### config.mk
export PLATFORM = sky130hd
export DESIGN_NAME = key_entry_register_flat
export DESIGN_NICKNAME = d
export VERILOG_FILES = /design/src/rtl/key_entry_if.sv /design/src/rtl/key_entry_register.sv /design/src/flat_wrapper.sv
export SDC_FILE = /design/constraint.sdc
export NUM_CORES = 1
export LEC_CHECK = 0
export CAP_MARGIN = 20
export CORE_MARGIN = 2
export CORE_UTILIZATION = 52
export CTS_CLUSTER_DIAMETER = 100
export CTS_CLUSTER_SIZE = 25
export DETAILED_ROUTE_END_ITERATION = 12
export GPL_ROUTABILITY_DRIVEN = 0
export PLACE_DENSITY = 0.91
export SYNTH_ARGS = -nofsm -noshare
export SYNTH_HDL_FRONTEND = slang
export SYNTH_SLANG_ARGS = --single-unit
### constraint.sdc
create_clock -name clk -period 3.54 [get_ports clk]
set_input_delay 0.354 -clock clk [delete_from_list [all_inputs] [get_ports clk]]
set_output_delay 0.354 -clock clk [all_outputs]
set_load 0.01 [all_outputs]
### src/rtl/key_entry_if.sv
// Keypad-side bundle for the key entry register: command inputs from the
// keypad decoder and the buffer/commit outputs toward the alarm logic.
interface key_entry_if #(
  parameter int NUM_DIGITS = 4,
  parameter int DIGIT_W    = 4
);
  localparam int BUF_W = NUM_DIGITS * DIGIT_W;
  localparam int CNT_W = $clog2(NUM_DIGITS + 1);

  logic [DIGIT_W-1:0] key;
  logic               shift;
  logic               backspace;
  logic               clear;
  logic               commit;
  logic [BUF_W-1:0]   key_buffer;
  logic [CNT_W-1:0]   digit_count;
  logic               full;
  logic               key_reject;
  logic               load_pulse;
  logic [BUF_W-1:0]   load_value;
  logic               timeout_flag;

  modport master (
    output key, shift, backspace, clear, commit,
    input  key_buffer, digit_count, full, key_reject,
    input  load_pulse, load_value, timeout_flag
  );

  modport slave (
    input  key, shift, backspace, clear, commit,
    output key_buffer, digit_count, full, key_reject,
    output load_pulse, load_value, timeout_flag
  );
endinterface

### src/rtl/key_entry_register.sv
// N-digit decimal key entry buffer with backspace, clear, idle timeout and
// a commit handshake that hands a full entry to the alarm/time-set logic.
module key_entry_register #(
  parameter int NUM_DIGITS     = 4,
  parameter int DIGIT_W        = 4,
  parameter int MAX_DIGIT      = 9,
  parameter int OVERWRITE      = 0,
  parameter int TIMEOUT_CYCLES = 16
) (
  input  logic        clk,
  input  logic        reset,
  key_entry_if.slave  bus
);
  localparam int BUF_W  = NUM_DIGITS * DIGIT_W;
  localparam int CNT_W  = $clog2(NUM_DIGITS + 1);
  localparam int IDLE_W = (TIMEOUT_CYCLES > 0) ? $clog2(TIMEOUT_CYCLES + 1) : 1;
  localparam bit TIMEOUT_EN = (TIMEOUT_CYCLES > 0);
  localparam bit OVR_EN     = (OVERWRITE != 0);

  localparam logic [CNT_W-1:0]  CNT_FULL  = CNT_W'(NUM_DIGITS);
  localparam logic [IDLE_W-1:0] IDLE_SAT  = IDLE_W'(TIMEOUT_CYCLES);
  localparam logic [IDLE_W-1:0] IDLE_LAST = TIMEOUT_EN ? IDLE_W'(TIMEOUT_CYCLES - 1) : IDLE_W'(0);

  logic [BUF_W-1:0]  buf_r,  buf_s;
  logic [CNT_W-1:0]  cnt_r,  cnt_s;
  logic [BUF_W-1:0]  load_r, load_s;
  logic [IDLE_W-1:0] idle_r, idle_s;
  logic              reject_r, reject_s;
  logic              lpulse_r, lpulse_s;
  logic              tflag_r,  tflag_s;

  logic              full_s;
  logic              any_cmd_s;
  logic              timeout_hit_s;
  logic              key_ok_s;
  logic              activity_s;
  logic [31:0]       key_ext_s;

  assign full_s        = (cnt_r == CNT_FULL);
  assign any_cmd_s     = bus.clear | bus.backspace | bus.shift | bus.commit;
  assign timeout_hit_s = TIMEOUT_EN && (cnt_r != {CNT_W{1'b0}}) &&
                         (idle_r == IDLE_LAST) && !any_cmd_s;
  // Widen before comparing so a MAX_DIGIT beyond the key range never truncates.
  assign key_ext_s     = 32'(bus.key);
  assign key_ok_s      = (key_ext_s <= 32'(MAX_DIGIT));

  // Next-state selection: one command acts per cycle in priority order.
  always_comb begin
    buf_s      = buf_r;
    cnt_s      = cnt_r;
    load_s     = load_r;
    reject_s   = 1'b0;
    lpulse_s   = 1'b0;
    tflag_s    = 1'b0;
    activity_s = 1'b0;
    if (bus.clear) begin
      buf_s      = {BUF_W{1'b0}};
      cnt_s      = {CNT_W{1'b0}};
      activity_s = 1'b1;
    end else if (timeout_hit_s) begin
      buf_s   = {BUF_W{1'b0}};
      cnt_s   = {CNT_W{1'b0}};
      tflag_s = 1'b1;
    end else if (bus.backspace) begin
      if (cnt_r != {CNT_W{1'b0}}) begin
        buf_s      = {{DIGIT_W{1'b0}}, buf_r[BUF_W-1:DIGIT_W]};
        cnt_s      = cnt_r - CNT_W'(1);
        activity_s = 1'b1;
      end else begin
        buf_s = buf_r;
      end
    end else if (bus.shift) begin
      activity_s = 1'b1;
      if (key_ok_s && (!full_s || OVR_EN)) begin
        buf_s = {buf_r[BUF_W-DIGIT_W-1:0], bus.key};
        if (full_s) begin
          cnt_s = cnt_r;
        end else begin
          cnt_s = cnt_r + CNT_W'(1);
        end
      end else begin
        reject_s = 1'b1;
      end
    end else if (bus.commit) begin
      if (full_s) begin
        load_s     = buf_r;
        lpulse_s   = 1'b1;
        buf_s      = {BUF_W{1'b0}};
        cnt_s      = {CNT_W{1'b0}};
        activity_s = 1'b1;
      end else begin
        load_s = load_r;
      end
    end else begin
      buf_s = buf_r;
    end
  end

  // Idle counter: restarts on activity, otherwise saturates at TIMEOUT_CYCLES.
  always_comb begin
    idle_s = idle_r;
    if (activity_s) begin
      idle_s = {IDLE_W{1'b0}};
    end else if (idle_r != IDLE_SAT) begin
      idle_s = idle_r + IDLE_W'(1);
    end else begin
      idle_s = idle_r;
    end
  end

  // State and pulse registers with synchronous active-low reset.
  always_ff @(posedge clk) begin
    if (!reset) begin
      buf_r    <= {BUF_W{1'b0}};
      cnt_r    <= {CNT_W{1'b0}};
      load_r   <= {BUF_W{1'b0}};
      idle_r   <= {IDLE_W{1'b0}};
      reject_r <= 1'b0;
      lpulse_r <= 1'b0;
      tflag_r  <= 1'b0;
    end else begin
      buf_r    <= buf_s;
      cnt_r    <= cnt_s;
      load_r   <= load_s;
      idle_r   <= idle_s;
      reject_r <= reject_s;
      lpulse_r <= lpulse_s;
      tflag_r  <= tflag_s;
    end
  end

  assign bus.key_buffer   = buf_r;
  assign bus.digit_count  = cnt_r;
  assign bus.full         = full_s;
  assign bus.key_reject   = reject_r;
  assign bus.load_pulse   = lpulse_r;
  assign bus.load_value   = load_r;
  assign bus.timeout_flag = tflag_r;
endmodule

### src/flat_wrapper.sv
// flat-port wrapper written by rule: the top's interface ports become plain ports
module key_entry_register_flat 
#(
  parameter int NUM_DIGITS     = 4,
  parameter int DIGIT_W        = 4,
  parameter int MAX_DIGIT      = 9,
  parameter int OVERWRITE      = 0,
  parameter int TIMEOUT_CYCLES = 16
)
  (clk, reset, bus_key, bus_shift, bus_backspace, bus_clear, bus_commit, bus_key_buffer, bus_digit_count, bus_full, bus_key_reject, bus_load_pulse, bus_load_value, bus_timeout_flag);
  key_entry_if #(.NUM_DIGITS(NUM_DIGITS), .DIGIT_W(DIGIT_W)) bus_i ();
  input  logic clk;
  input  logic reset;
  input wire logic [$bits(bus_i.key)-1:0] bus_key;
  input wire logic [$bits(bus_i.shift)-1:0] bus_shift;
  input wire logic [$bits(bus_i.backspace)-1:0] bus_backspace;
  input wire logic [$bits(bus_i.clear)-1:0] bus_clear;
  input wire logic [$bits(bus_i.commit)-1:0] bus_commit;
  output wire logic [$bits(bus_i.key_buffer)-1:0] bus_key_buffer;
  output wire logic [$bits(bus_i.digit_count)-1:0] bus_digit_count;
  output wire logic [$bits(bus_i.full)-1:0] bus_full;
  output wire logic [$bits(bus_i.key_reject)-1:0] bus_key_reject;
  output wire logic [$bits(bus_i.load_pulse)-1:0] bus_load_pulse;
  output wire logic [$bits(bus_i.load_value)-1:0] bus_load_value;
  output wire logic [$bits(bus_i.timeout_flag)-1:0] bus_timeout_flag;
  assign bus_i.key = bus_key;
  assign bus_i.shift = bus_shift;
  assign bus_i.backspace = bus_backspace;
  assign bus_i.clear = bus_clear;
  assign bus_i.commit = bus_commit;
  assign bus_key_buffer = bus_i.key_buffer;
  assign bus_digit_count = bus_i.digit_count;
  assign bus_full = bus_i.full;
  assign bus_key_reject = bus_i.key_reject;
  assign bus_load_pulse = bus_i.load_pulse;
  assign bus_load_value = bus_i.load_value;
  assign bus_timeout_flag = bus_i.timeout_flag;
  key_entry_register #(.NUM_DIGITS(NUM_DIGITS), .DIGIT_W(DIGIT_W), .MAX_DIGIT(MAX_DIGIT), .OVERWRITE(OVERWRITE), .TIMEOUT_CYCLES(TIMEOUT_CYCLES)) u_core (.clk(clk), .reset(reset), .bus(bus_i));
endmodule
Yosys cells after proc, flatten, opt, wreduce, memory -nomap -nowiden
Cells that the tools add are included.
Widths: inputs -> output; s select.
Word-level totals
  register bits after elaboration: 43
  bits of input ports: 10
Cells by class
  muxes and demuxes: 22
  magnitude comparators: 1
  eq/ne operators: 6
  add/sub/neg operators: 3
  reduce and logical (&&, ||, !) cells: 16
  bitwise operators: 8
Operators by type and width (count)
  $mux 16: 6
  $mux 3: 7
  $reduce_or 5->1: 2
  $mux 1: 9
  $reduce_bool 3->1: 3
  $reduce_and 6->1: 1
  $add 5x1->5 const B: 1
  $eq 5x4->1 const B: 1
  $ne 5x5->1 const B: 1
  $not 1->1: 5
  $reduce_and 5->1: 1
  $le 4x4->1 const B: 1
  $reduce_and 4->1: 1
  $reduce_or 2->1: 2
  $add 3x1->3 const B: 1
  $eq 3x3->1 const B: 1
  $logic_and 1x1->1: 3
  $ne 3x1->1 const B: 1
  $ne 3x3->1 const B: 1
  $or 1x1->1: 3
  $reduce_or 3->1: 1
  $sub 3x1->3 const B: 1
  $logic_not 1->1: 2
  $ne 2x1->1 const B: 1

Longest topological paths before layout
  depth in word-level cells: 8
  depth in mapped cells: 8
  depth with buffers taken out: 7

Worst setup path before layout
OpenSTA, ideal clock, no wires.
  path kind: reg-to-reg
  from: register u_core.cnt_r[0] (netlist: u_core.bus.digit_count[0])
  to: register u_core.buf_r[10] (netlist: u_core.bus.key_buffer[10])
  cell stages (with the launch flop): 8
  data arrival time: 1.661 ns
  slack: 1.763 ns
  period minus slack after synthesis: 1.777 ns
  library setup time: 0.116 ns
  path through: dfxtp_1 > inv_1 > ha_1 > and3b_1 > o21ai_2 > nand2_1 > buf_2 > o211a_1
On the way
  word-level cells in the longest chain between the ends: 5
RTL lines
  start: declaration: RTL line key_entry_register.sv:25  | logic [CNT_W-1:0] cnt_r, cnt_s;
  start signal: assignment: RTL line key_entry_register.sv:115  | cnt_r <= {CNT_W{1'b0}};
  start signal: assignment: RTL line key_entry_register.sv:123  | cnt_r <= cnt_s;
  $eq 3x3->1: RTL line key_entry_register.sv:39  | assign full_s = (cnt_r == CNT_FULL);
  $logic_not 1->1: RTL line key_entry_register.sv:74  | if (key_ok_s && (!full_s || OVR_EN)) begin
  $logic_and 1x1->1: RTL line key_entry_register.sv:74
  $ne 3x1->1 (no line)
  $reduce_and 4->1 (no line)
  end signal: assignment: RTL line key_entry_register.sv:114  | buf_r <= {BUF_W{1'b0}};
  end signal: assignment: RTL line key_entry_register.sv:122  | buf_r <= buf_s;
  end: declaration: RTL line key_entry_register.sv:24  | logic [BUF_W-1:0] buf_r, buf_s;
Parallel ways exist; a longest one is shown, timed or not.
A chain may end at the register's enable or synchronous reset.

Final worst setup path
  from: input bus_backspace
  to: register u_core.buf_r[10] (netlist: u_core.bus.key_buffer[10])
On the way
  word-level cells in the longest chain between the ends: 6
RTL lines
  start: declaration: RTL line flat_wrapper.sv:16  | input wire logic [$bits(bus_i.backspace)-1:0] bus_backspace;
  $or 1x1->1 (3 in a row): RTL line key_entry_register.sv:40  | assign any_cmd_s = bus.clear | bus.backspace | bus.shift | bus.commit;
  $logic_not 1->1: RTL line key_entry_register.sv:42  | (idle_r == IDLE_LAST) && !any_cmd_s;
  $logic_and 1x1->1: RTL line key_entry_register.sv:42
  $reduce_or 3->1 (no line)
Parallel ways exist; a longest one is shown, timed or not.

==> results.txt <==
* Post-synth design cell area: between 1500 and 2000 µm²
- Minimum clock period: about 2300 ps
- Synthesis inferred 43 register bits.
- In the final routed layout, each cell accounts on average for around 15 µm.
- Number of warning messages in the yosys log: 0
* Cts repair resizes: 0
* I/O pin count: slightly below 50
- Vias per Instance: approximately 5.7
- Total routing usage reported by global routing: 0.230
- After the first detailed-routing iteration, the DRC count stood at approximately 120.
* Initial antenna violation count: 0
* Endpoint class of the critical path: register
* Hold Path Origin: u_core.bus.load_value[2]
- At the later pin of the worst-skew pair, clock insertion delay measures ~300 ps.
- Registers take roughly 860 µm².
- Number of design rule violations left after detail routing: 0
* Maxcap violations: 0
- Count of filler cells inserted in the layout: 300
- Seq/Total Area, Yosys: 0.432
* Buffers on Ports: 48
- Post-route ant nets: 0
* Critical Path AT: between 2000 and 2500 ps
- CTS tree: yes
- Setup repair after global routing missed its margin: false
- Across the routed clock network, the largest skew measured is approximately 7.9 ps.
- IR analysis of the VDD net gives a maximum drop of approximately 0.25 mV.
- The tightest min-delay check is of the register to register type.
* Mean instance size in the synthesized netlist: 8.70 µm²
- Die ar.: 4340 µm²
- For this block, the routed nets add up to 4.68 mm of wire.
- In the synthesized netlist the async set-or-reset flop fraction comes to 0.
* Count of nets after finishing: ~290
* Reg-to-reg startpoint: u_core.bus.digit_count[0]
- Detailed placement finished with a half-perimeter wire length of about 3.3 mm.
* Pins Over Slew Limit: 0
* H-Tree Depth: 2
- CP max stage cell: sky130_fd_sc_hd__clkdlybuf4s50_1
* Outcome: completed
- Largest cells by area after synthesis: sky130_fd_sc_hd__dfxtp_1, sky130_fd_sc_hd__nand2_1, sky130_fd_sc_hd__a21boi_1, sky130_fd_sc_hd__o211a_1, sky130_fd_sc_hd__o221ai_1
- Measured against its own limit, the worst slew margin works out to 0.504.
* Clock Tree Buf Depth: 2
- The most critical setup path has its startpoint at bus_backspace.
- In this run, synthesis inferred 0 flip-flops with an integrated enable.
* Die Y-Extent: between 60 and 70 µm
- Leakage: roughly 0.96 nW
- Number of different library cells in the post-synthesis netlist: 41
* Maximum clock frequency: between 0.4 and 0.5 GHz
- After technology mapping, the gate count stands at 229.
- Global route overflow: 0
- Count of vias placed by the detailed router: around 1.8k
- Delay contributed by the slowest stage of the critical path: around 830 ps
- Final hold violations: 0
- Antenna diode count: 0
- Counting both buffers and inverters, the worst setup path holds a total of 2.
- Detailed Routing Iterations Pass 1: 4
- Setup WS pre-CTS: 1030 ps
- Synth-to-layout area growth: 27.8%
- After floorplanning, the core was divided into 22 placement rows.
- The worst setup path is launched from an input pin.
- The number of clock buffers added by TritonCTS is 5.
- First-pass GRT wire length: between 7 and 8 mm
- Kind of cell adding the most delay to the critical path: buffers and inverters
- Top cell type's share of synthesized area: 0.432
* Clock slew seen by the registers of the worst setup and hold paths: approximately 80 ps
- Data on the critical path is required at its endpoint by 3730 ps.
- Of all cell types, the one taking the most synthesized area is sky130_fd_sc_hd__dfxtp_1.
* Dominant synthesized flop cell: sky130_fd_sc_hd__dfxtp_1
* Worst-path maximum fanout: 19
* Setup Total Neg Slack: 0 ps
- Setup violations remaining at the end of the flow were counted as 0.
* Die X: roughly 66 µm
- The via count of the first global-routing pass was about 1.7k.
- The initial utilization of the core area, before any placement, comes to 0.544.
* Crit Path Category: input pin to register
- Post-CTS Repair Setup Buffers: 0
* Quantity of hold-fixing buffers added after cts: 0
- Sequence of cells on the critical path: clkdlybuf4s50_1 > buf_4 > o21a_1 > o221ai_1 > o211a_1
* Core area: around 3700 µm²
- Worst slew pin tran: 742 ps
* Clk sinks: 43
- In the finished design, the share of the clock period the worst path needs comes to 0.637.
- Power per cell area: 375 nW/µm²
- The multi-input combinational cells in the finished layout cover a total of slightly above 1000 µm².
- Entering global routing, the biggest net connects 20 pins.
- Least setup slack across all paths after layout: between 1000 and 1500 ps
- In the final layout, the share of cells above drive strength 1 is 0.0519.
* Number of nets produced by synthesis: between 200 and 250
- The tree is rooted in a sky130_fd_sc_hd__clkbuf_8.
[worst paths after layout]
kind,endpoint,slack [ps],depth (start not counted)
setup / recovery,u_core.bus.key_buffer[10],1290,5
hold / removal,u_core.bus.load_value[2],450,2
hold reg to reg,u_core.bus.load_value[2],450,2
setup reg to reg,u_core.bus.key_buffer[10],1400,6
[stage by stage]
stage / std cells / utilization / instance area, µm² / hold slack, ps / total power (W)
after detailed placement: 310 / 0.672 / 2460 / 446 / 0.000656
after floorplan: 229 / - / 1990 / 479 / 0.000608
after global routing: 318 / 0.695 / 2550 / 484 / 0.000988
after global placement: 310 / 0.672 / 2460 / 441 / 0.000653
final: 318 / 0.695 / 2550 / 454 / 0.000954
after CTS: 318 / 0.695 / 2550 / 457 / 0.000956
[layer usage]
layer / part of all wire / vias up / GRT usage
met5: 0 / - / 0
met4: 0.015 / 0 / 0.0807
met3: 0.051 / 9 / 0.0528
met2: 0.48 / 58 / 0.374
met1: 0.45 / 844 / 0.299
li1: - / 896 / -
[area by class of cell]
type                            count  share of cell area
Inverter                            8              0.0118
Sequential cell                    43               0.338
Timing Repair Buffer               49               0.192
Clock buffer                        6              0.0285
Tap cell                           48              0.0236
Multi-Input combinational cell    162               0.401
Clock inverter                      2             0.00491
[flip-flops by register name, indices dropped and copies added, names as in the netlist]
register	count
u_core.bus.key_buffer	16
u_core.bus.load_pulse	1
u_core.bus.digit_count	3
u_core.bus.load_value	16
u_core.bus.key_reject	1
u_core.bus.timeout_flag	1
u_core.idle_r	5
[power by group]
| group | switching (W) | leakage, nW | internal (W) |
|---|---|---|---|
| clock | 0.000169 | 0.0412 | 0.000138 |
| combinational | 0.0000767 | 0.567 | 0.0000622 |
| sequential | 0.0000146 | 0.348 | 0.000494 |
[cells in the mapped netlist (2+ instances only)]
library cell and n:
sky130_fd_sc_hd__inv_1 8, sky130_fd_sc_hd__and3b_1 2, sky130_fd_sc_hd__xnor2_1 2, sky130_fd_sc_hd__nor3_1 11, sky130_fd_sc_hd__buf_4 2, sky130_fd_sc_hd__nand2b_1 4
sky130_fd_sc_hd__o221ai_1 9, sky130_fd_sc_hd__ha_1 6, sky130_fd_sc_hd__o2111ai_1 4, sky130_fd_sc_hd__a21boi_1 16, sky130_fd_sc_hd__a222oi_1 3, sky130_fd_sc_hd__nand2_1 57
sky130_fd_sc_hd__nor2_1 5, sky130_fd_sc_hd__nor2b_1 2, sky130_fd_sc_hd__clkbuf_1 3, sky130_fd_sc_hd__o21ai_1 7, sky130_fd_sc_hd__nand3_1 3, sky130_fd_sc_hd__buf_2 8
sky130_fd_sc_hd__o211a_1 8, sky130_fd_sc_hd__buf_1 2, sky130_fd_sc_hd__a21oi_1 3, sky130_fd_sc_hd__dfxtp_1 43, sky130_fd_sc_hd__and3_1 2, sky130_fd_sc_hd__nor4b_2 2
[cell usage in the layout (no fill, tap or decap), types with 2 or more instances in the layout]
master                            Yosys  final
sky130_fd_sc_hd__nor4b_2              2      2
sky130_fd_sc_hd__nand2b_1             4      4
sky130_fd_sc_hd__o2111ai_1            4      4
sky130_fd_sc_hd__clkbuf_8             0      5
sky130_fd_sc_hd__dfxtp_1             43     43
sky130_fd_sc_hd__clkdlybuf4s50_1      0     48
sky130_fd_sc_hd__ha_1                 6      6
sky130_fd_sc_hd__a21boi_1            16     16
sky130_fd_sc_hd__nand2_1             57     57
sky130_fd_sc_hd__o21ai_1              7      7
sky130_fd_sc_hd__a21oi_1              3      3
sky130_fd_sc_hd__xnor2_1              2      2
sky130_fd_sc_hd__a222oi_1             3      3
sky130_fd_sc_hd__nor2_1               5      5
sky130_fd_sc_hd__nand3_1              3      3
sky130_fd_sc_hd__o211a_1              8      8
sky130_fd_sc_hd__nor3_1              11     11
sky130_fd_sc_hd__and3b_1              2      2
sky130_fd_sc_hd__inv_1                8      8
sky130_fd_sc_hd__and3_1               2      2
sky130_fd_sc_hd__nor2b_1              2      2
sky130_fd_sc_hd__o221ai_1             9      9
[logic make-up (layout without fill, tap and decap cells)]
group | count (synthesis) | in the layout | share of synthesized area
and+or+nand+nor | 91 | 91 | 0.211
muxes | 1 | 1 | 0.00503
buffers and inverters | 24 | 65 | 0.0546
xor gates and xnor gates | 3 | 3 | 0.0132
adders and majority gates | 6 | 6 | 0.0377
DFF | 43 | 43 | 0.432
AOI/OAI and AO/OA | 61 | 61 | 0.246
[worst min-delay path, stage by stage (launching register included)]
cell and delay, ps:
sky130_fd_sc_hd__dfxtp_1 310, sky130_fd_sc_hd__nand2_1 50, sky130_fd_sc_hd__a21boi_1 50
No activity file was read; power rests on OpenSTA's default activity.
==> variant (config.mk and constraints unchanged) <==
`DIGIT_W` is set to 4 in 3 places; all go to 3.
--- a/src/rtl/key_entry_if.sv
+++ b/src/rtl/key_entry_if.sv
@@ -2,7 +2,7 @@
 // keypad decoder and the buffer/commit outputs toward the alarm logic.
 interface key_entry_if #(
   parameter int NUM_DIGITS = 4,
-  parameter int DIGIT_W    = 4
+  parameter int DIGIT_W    = 3
 );
   localparam int BUF_W = NUM_DIGITS * DIGIT_W;
   localparam int CNT_W = $clog2(NUM_DIGITS + 1);
--- a/src/rtl/key_entry_register.sv
+++ b/src/rtl/key_entry_register.sv
@@ -2,7 +2,7 @@
 // a commit handshake that hands a full entry to the alarm/time-set logic.
 module key_entry_register #(
   parameter int NUM_DIGITS     = 4,
-  parameter int DIGIT_W        = 4,
+  parameter int DIGIT_W        = 3,
   parameter int MAX_DIGIT      = 9,
   parameter int OVERWRITE      = 0,
   parameter int TIMEOUT_CYCLES = 16
--- a/src/flat_wrapper.sv
+++ b/src/flat_wrapper.sv
@@ -2,7 +2,7 @@
 module key_entry_register_flat 
 #(
   parameter int NUM_DIGITS     = 4,
-  parameter int DIGIT_W        = 4,
+  parameter int DIGIT_W        = 3,
   parameter int MAX_DIGIT      = 9,
   parameter int OVERWRITE      = 0,
   parameter int TIMEOUT_CYCLES = 16
Ports: changed (resized bus_key, bus_key_buffer and bus_load_value); port bits go from 49 to 40. No check against the original RTL was run, so the function may have changed too.
==> variant against the unedited design <==
Design area is 16% lower; hold slack better by 0.046 ns; setup slack better by 0.0065 ns; utilization is 0.25 points higher; count of clock-buffer cells in the layout stayed put; synthesized area is 16% lower; routed wire length is 25% lower; sequential power is 18% lower; critical endpoint is now bus_full; sequential cell count is 8 lower; total power is 21% lower.
==> variant: results (changes against the unedited design) <==
non-filler instance count after layout=264 (-17%); port buffer count=39 (-19%); clock root buffer=sky130_fd_sc_hd__clkbuf_4; placed cell areas=0.00207 mm^2 (-16%); total nets after synthesis=197 (-20%); crit-path max FO=8 (-11); routed wirelength normalized by instance count=13.4 um (-9.3%); max-cap violations=0 (unchanged); sequential fraction of the synthesis area=0.420 (-0.0121); largest cells by area after synthesis=sky130_fd_sc_hd__dfxtp_1, sky130_fd_sc_hd__mux2i_1, sky130_fd_sc_hd__a211oi_2, sky130_fd_sc_hd__nor2b_1, sky130_fd_sc_hd__nor2_1; distinct cell type count after synthesis=35 (-15%); post-CTS setup buffers=0 (unchanged); arrival time at the worst endpoint=1.89 ns (-0.56 ns); Critical Setup Path Class=flop to primary output; vias=1423 (-21%); global-route wire length before repair=5.55 mm (-29%); total routing usage reported by global routing=0.207 (-0.0236); net count reported at finish=235 (-18%); count of warnings emitted by yosys=0 (unchanged); pin count of the biggest net entering global routing=23 (+15%); Filler Cell Count=253 (-16%); clock insertion delay at the later pin of the skew report=0.32 ns (+0.02 ns); largest vdd supply drop=0.000244 V (-1.1%); global route overflow=0 (unchanged); leakage component of the power=0.719 nW (-25%); DPL Wire Length=2.49 mm (-24%); synthesized area per cell=9.16 um^2 (+5.4%); clock slew at the register clock pins of the worst setup and hold paths=0.10 ns (+0.02 ns); result of the run=complete, no violations; min-delay src=u_core.bus.key_buffer[10]; most numerous cell types in the synthesized netlist=sky130_fd_sc_hd__dfxtp_1, sky130_fd_sc_hd__nor2_1, sky130_fd_sc_hd__nand2_1; clk_skew=0.00587 ns (-0.00203 ns); share of post-route cells with drive strength above 1=0.0955 (+0.0436); setup slack at placement=0.902 ns (-0.124 ns)
==> variant: cell count changes after synthesis, sizes merged, moves of 10 or more <==
| cell | before | now |
|---|---|---|
| a21oi | 4 | 14 |
| mux2i | 1 | 14 |
| nor2 | 5 | 21 |
| a21boi | 16 | 0 |
| nor2b | 2 | 14 |
| nand2 | 57 | 15 |
==> variant: critical path, cell delays in order, from the launching register on <==
cell	delay, ns
sky130_fd_sc_hd__dfxtp_1	0.37
sky130_fd_sc_hd__inv_1	0.12
sky130_fd_sc_hd__ha_1	0.31
sky130_fd_sc_hd__nand2_1	0.13
sky130_fd_sc_hd__inv_1	0.10
sky130_fd_sc_hd__clkdlybuf4s50_1	0.54
==> variant: per-stage QoR <==
step	hold WS [ns]	power (mW)
floorplan	0.482	0.501
global placement	0.480	0.542
detailed placement	0.489	0.546
CTS	0.506	0.760
global route	0.547	0.789
finish	0.500	0.756
==> variant: cells by family (layout without fill, tap and decap cells) <==
kind of cell	Yosys count	after routing	share of synthesized area
xor+xnor	3	3	0.0158
fa+ha+maj	6	6	0.0450
buf+inv	18	56	0.0525
flops	35	35	0.420
mux	14	14	0.0840
simple gates	72	72	0.221
compound gates	34	34	0.161
==> variant: routing by layer <==
metal / GRT usage / vias to the layer above / part of all wire
met1: 0.271 / 666 / 0.45
met4: 0.0745 / 0 / 0.023
met3: 0.0640 / 8 / 0.058
met2: 0.323 / 43 / 0.47
li1: - / 706 / -
met5: 0 / - / 0
==> variant: path summary, 6_finish.rpt <==
path,slack [ns],end,cells after the start
hold reg to reg,0.50,u_core.bus.key_buffer[10],2
setup / recovery,1.29,bus_full,5
hold / removal,0.50,u_core.bus.key_buffer[10],2
setup reg to reg,1.34,u_core.bus.key_buffer[11],7
==> variant: cell type report <==
type,instances,area (um^2),area share
Multi-Input combinational cell,129,880,0.413
Sequential cell,35,701,0.329
Clock inverter,1,5.00,0.00235
Clock buffer,6,51.3,0.0241
Timing Repair Buffer,42,413,0.194
Tap cell,44,55.1,0.0258
Inverter,7,26.3,0.0123
==> variant: report_power, final <==
part / switching (mW) / leakage, nW / internal, mW
Sequential: 0.0131 / 0.283 / 0.403
Combinational: 0.0670 / 0.402 / 0.0554
Clock: 0.126 / 0.0341 / 0.0921
Total: 0.206 / 0.719 / 0.550
